==> src/rtl/panel_frame_loader.sv <==
// RGB565 byte-stream to dual-bank panel RAM writer; top rows go to bank 1, bottom rows to bank 2.
// Define PANEL_DOUBLE_BUFFER_EN to write the back page and flip o_page after every frame.
module panel_frame_loader #(
  parameter int unsigned COL_BITS = 6,
  parameter int unsigned ROW_BITS = 6
) (
  input  logic                         i_clk,
  input  logic                         i_rst,
  input  logic                         i_sof,
  input  logic                         i_byte_valid,
  input  logic [7:0]                   i_byte,
  output logic                         o_byte_ready,
  output logic [COL_BITS+ROW_BITS-1:0] o_ram_wr_addr,
  output logic [15:0]                  o_ram_wr_data,
  output logic                         o_ram_b1_wr_en,
  output logic                         o_ram_b2_wr_en,
  output logic                         o_frame_done,
  output logic                         o_page
);

  localparam int unsigned IDX_W = COL_BITS + ROW_BITS;
  localparam logic [IDX_W-1:0] IDX_LAST = '1;

  typedef enum logic [1:0] {
    S_HI    = 2'd0,
    S_LO    = 2'd1,
    S_WRITE = 2'd2
  } state_t;

  state_t             r_state, w_state_nxt;
  logic [IDX_W-1:0]   r_idx, w_idx_nxt;
  logic [7:0]         r_hi, w_hi_nxt;
  logic [IDX_W-1:0]   r_addr, w_addr_nxt;
  logic [15:0]        r_data, w_data_nxt;
  logic               r_b1_wr_en, w_b1_nxt;
  logic               r_b2_wr_en, w_b2_nxt;
  logic               r_frame_done, w_done_nxt;
  logic               r_page, w_page_nxt;
  logic               w_ready;
  logic               w_xfer;
  logic               w_wr_page;

  assign w_ready = (r_state != S_WRITE) && !i_rst;
  assign w_xfer  = i_byte_valid && w_ready;

`ifdef PANEL_DOUBLE_BUFFER_EN
  assign w_wr_page = ~r_page;
`else
  assign w_wr_page = 1'b0;
`endif

  // Next-state and next-register values; sof overrides the normal byte sequence.
  always_comb begin
    w_state_nxt = r_state;
    w_idx_nxt   = r_idx;
    w_hi_nxt    = r_hi;
    w_addr_nxt  = r_addr;
    w_data_nxt  = r_data;
    w_b1_nxt    = 1'b0;
    w_b2_nxt    = 1'b0;
    w_done_nxt  = 1'b0;
    w_page_nxt  = r_page;

`ifdef PANEL_DOUBLE_BUFFER_EN
    if (r_frame_done) begin
      w_page_nxt = ~r_page;
    end
`else
    w_page_nxt = 1'b0;
`endif

    if (i_sof) begin
      w_idx_nxt   = '0;
      w_hi_nxt    = w_xfer ? i_byte : 8'h00;
      w_state_nxt = w_xfer ? S_LO : S_HI;
    end else begin
      case (r_state)
        S_HI: begin
          if (w_xfer) begin
            w_hi_nxt    = i_byte;
            w_state_nxt = S_LO;
          end
        end
        S_LO: begin
          if (w_xfer) begin
            w_data_nxt  = {r_hi, i_byte};
            w_addr_nxt  = {w_wr_page, r_idx[IDX_W-2:0]};
            w_b1_nxt    = ~r_idx[IDX_W-1];
            w_b2_nxt    = r_idx[IDX_W-1];
            w_done_nxt  = (r_idx == IDX_LAST);
            w_state_nxt = S_WRITE;
          end
        end
        S_WRITE: begin
          w_idx_nxt   = r_idx + IDX_W'(1);
          w_state_nxt = S_HI;
        end
        default: begin
          w_state_nxt = S_HI;
        end
      endcase
    end
  end

  always_ff @(posedge i_clk) begin
    if (i_rst) begin
      r_state      <= S_HI;
      r_idx        <= '0;
      r_hi         <= 8'h00;
      r_addr       <= '0;
      r_data       <= 16'h0000;
      r_b1_wr_en   <= 1'b0;
      r_b2_wr_en   <= 1'b0;
      r_frame_done <= 1'b0;
      r_page       <= 1'b0;
    end else begin
      r_state      <= w_state_nxt;
      r_idx        <= w_idx_nxt;
      r_hi         <= w_hi_nxt;
      r_addr       <= w_addr_nxt;
      r_data       <= w_data_nxt;
      r_b1_wr_en   <= w_b1_nxt;
      r_b2_wr_en   <= w_b2_nxt;
      r_frame_done <= w_done_nxt;
      r_page       <= w_page_nxt;
    end
  end

  // Strobes are masked while reset is held so a reset landing on the write cycle drops the pixel.
  assign o_byte_ready   = w_ready;
  assign o_ram_wr_addr  = r_addr;
  assign o_ram_wr_data  = r_data;
  assign o_ram_b1_wr_en = r_b1_wr_en && !i_rst;
  assign o_ram_b2_wr_en = r_b2_wr_en && !i_rst;
  assign o_frame_done   = r_frame_done && !i_rst;
  assign o_page         = r_page;

endmodule

==> config.mk <==
export PLATFORM = sky130hd
export DESIGN_NAME = panel_frame_loader
export DESIGN_NICKNAME = d
export VERILOG_FILES = /design/src/rtl/panel_frame_loader.sv
export SDC_FILE = /design/constraint.sdc
export NUM_CORES = 1
export LEC_CHECK = 0
export ABC_CLOCK_PERIOD_IN_PS = 1680
export CAP_MARGIN = 20
export CORE_ASPECT_RATIO = 0.5
export CORE_MARGIN = 1.5
export CORE_UTILIZATION = 49
export DETAILED_ROUTE_END_ITERATION = 10
export PLACE_DENSITY = 0.75
export RECOVER_POWER = 50
export SLEW_MARGIN = 15
export SYNTH_ARGS = -nofsm -noshare
export SYNTH_HDL_FRONTEND = slang
export SYNTH_SLANG_ARGS = --single-unit
==> constraint.sdc <==
create_clock -name i_clk -period 1.68 [get_ports i_clk]
set_input_delay 0.336 -clock i_clk [delete_from_list [all_inputs] [get_ports i_clk]]
set_output_delay 0.336 -clock i_clk [all_outputs]
set_load 0.02 [all_outputs]
==> flow_metrics.py <==
metrics = {
    "drt": {
        "post_drt_wl_per_cell_microns": 12.2,
        "first_pass_iters": 4,
        "vias": 1661,
        "drc": 0,
        "drt-total-wl_mm": 4.04,
        "drt-initial-drc-count": 47,
        "vias_per_cell": 5.02,
        "antenna_left": 0,
    },
    "synth": {
        "netlist.area_leader.share": 0.529,
        "yosys_warnings": 0,
        "synthFlopType": "dfxtp_1",
        "synth_xor_area_frac": 0.0401,
        "synth.area.top_cells": "dfxtp_1 (53%), nand2_1 (11%), a21oi_1 (7.6%), nor2_1 (4.4%), xor2_1 (3.6%)",
        "yosysSeqAreaShare": 0.529,
        "synthTopCellsByCount": "nand2_1 (59), dfxtp_1 (52), a21oi_1 (30)",
        "synth_edf_count": 0,
        "synth_mux_area_frac": 0.00509,
        "synth_cell_types": 35,
        "async_flop_share": 0,
        "post-synth-top-count-cell": "nand2_1",
        "synth_top_family_by_area": "simple AND/OR/NAND/NOR gates",
        "syn_avg_cell_area_sq_um": 8.63,
        "synth-compound-area-share": 0.117,
        "netlist_area_sq_um": 1970,
        "yosys.area_share.simple": 0.254,
        "yosys.area.top_type": "dfxtp_1",
        "synth-seq-cells": 52,
        "synth_adder_area_share": 0.00636,
        "synthCells": 228,
    },
    "critical_path": {
        "worstPathRequired_ps": 1340,
        "path_buf_inv": 1,
        "cp_data_arrival_time_ps": 1260,
        "path_class": "flip-flop to output pin",
        "critPathLaunchType": "flip-flop",
        "slowest_stage": "clkdlybuf4s50_1",
        "worst_setup_path_end_kind": "output pin",
        "worstPathCellList": "clkdlybuf4s50_1",
        "path_max_fanout": 2,
        "critPathMaxStageDelay_ps": 610,
        "cp_top_family": "buffers and inverters",
    },
    "status": {
        "outcome": "completed",
    },
    "clock_network": {
        "clk_latency_ps": 300,
        "path_clk_slew_ps": 90,
        "root_buffer": "clkbuf_8",
        "cts_tree": "built",
        "htreeDepth": 2,
        "clock-sinks": 52,
        "cts_buffers": 5,
        "post_cts_buffers": 0,
        "clk_path_buf_depth": 2,
        "postCtsHoldBufs": 0,
    },
    "global_routing": {
        "use_met1": 0.227,
        "use_met2": 0.350,
        "overflow": 0,
        "grt_max_degree": 35,
        "grt_pass1_vias": 1496,
        "grt_pass1_wl_mm": 6.48,
        "grtUsageMet3": 0.0540,
        "grt_antenna_before_repair": 0,
        "grt_use_total": 0.195,
        "grt.busiest_layer": "met2",
    },
    "sta": {
        "setup_viol": 0,
        "finalCritPeriodShare": 0.951,
        "hold_viol": 0,
        "tns_ps": 0,
        "rsz0062_at_grt": "no",
        "slew_viol_final": 0,
        "max_clock_freq_ghz": 0.626,
        "min_period_ps": 1600,
        "finClkSkew_ps": 4.79,
    },
    "floorplanning": {
        "io_pins": 45,
        "dieHeight_microns": 47.8,
        "die_area_sq_um": 4430,
        "core_sq_um": 3880,
        "die_w_microns": 92.6,
        "start_util": 0.507,
        "row_count": 16,
    },
    "cells_and_area": {
        "drive_gt1_frac": 0.0975,
        "num-nets-final": 290,
        "syn2layout_area_growth_pct": 31.7,
        "insertedDiodeCount": 0,
        "fillerInstances": 340,
        "final_cell_count_no_fill": 331,
    },
    "place": {
        "dp_hpwl_mm": 2.90,
        "portBuffers": 42,
        "place_congestion": 0.833,
        "place_inst": 324,
    },
    "power_and_ir_drop": {
        "peakVddDrop_uv": 431,
        "total_leakage_power_uw": 0.000929,
        "power_density_nw_per_um2": 830,
    },
    "flow_run": {
        "maxCapViolCount": 0,
    },
    "worst_hold_path": {
        "hp-class": "flip-flop to flip-flop",
    },
}
==> repair_timing <==
item | in CTS | in global routing
setup endpoints to repair | 12 | 32
hold endpoints to repair | 0 | 0
gates resized for setup | 10 | 3
==> where the power goes <==
group	switching, uW	internal (uW)
logic	76.0	67.5
registers	10.6	1250
clock network	385	367
total	471	1680
==> flip-flops by register name, indices dropped and copies added, names as in the netlist <==
signal         cells
o_ram_wr_addr     11
r_hi               8
r_frame_done       1
r_b2_wr_en         1
r_b1_wr_en         1
o_ram_wr_data     16
r_state            2
r_idx             12
==> final cells by class <==
| class | count | area [sq um] | share of cell area |
|---|---|---|---|
| well taps | 54 | 67.6 | 0.0261 |
| multi-input cells | 161 | 838 | 0.323 |
| inverters | 1 | 3.75 | 0.00145 |
| repair buffers | 56 | 543 | 0.209 |
| clock buffers | 7 | 96.3 | 0.0372 |
| flip-flops and latches | 52 | 1040 | 0.403 |
==> kinds of logic after synthesis <==
kind of cell | after synthesis
AOI/OAI and AO/OA | 41
adders and majority gates | 1
other | 1
DFF | 52
muxes | 1
xor gates and xnor gates | 9
and+or+nand+nor | 107
buffers and inverters | 16
==> cell usage in the layout, fill, tap and decap left out, drive strengths merged, types with 2 or more instances in the layout <==
master          n
xor2            8
nand2          60
clkbuf         10
a22oi           8
nand3           3
nor2b           6
conb            2
buf            11
and4b           2
clkdlybuf4s25   2
a21oi          30
nor2           23
nand4           4
clkdlybuf4s50  37
dfxtp          52
and2            2
==> worst reg2reg max path: stages, from the launching register on <==
cell	delay [ps]
dfxtp_2	380
nor2b_1	180
clkbuf_1	310
nor4b_4	80
clkbuf_2	190
a22oi_1	230
nor2_1	50
==> worst paths after layout <==
| path | slack [ps] | startpoint | cells past startpoint | end |
|---|---|---|---|---|
| setup / recovery | 80 | o_ram_wr_data[14] | 1 | o_ram_wr_data[14] |
| hold reg to reg | 460 | o_ram_wr_addr[4] | 2 | o_ram_wr_addr[4] |
| setup reg to reg | 160 | r_state[1] | 6 | r_hi[6] |
| hold / removal | 460 | o_ram_wr_addr[4] | 2 | o_ram_wr_addr[4] |
==> metrics by stage <==
step	worst slack (ps)	power [uW]	utilization	instance area, sq um	hold WS (ps)
final	82.5	2150	0.668	2590	456
after global routing	22.5	2230	0.668	2590	480
after CTS	2.80	2180	0.670	2600	460
after detailed placement	-373	1430	0.644	2500	447
after global placement	-266	1430	0.644	2500	440
after floorplan	334	1360	-	1970	417
==> per-layer routing <==
metal  vias up  wire length, microns
met5         -                     0
met2        27                  1990
met1       783                  1870
met4         0                    63
li1        844                     -
met3         7                   126
No activity file was read; power rests on OpenSTA's default activity.
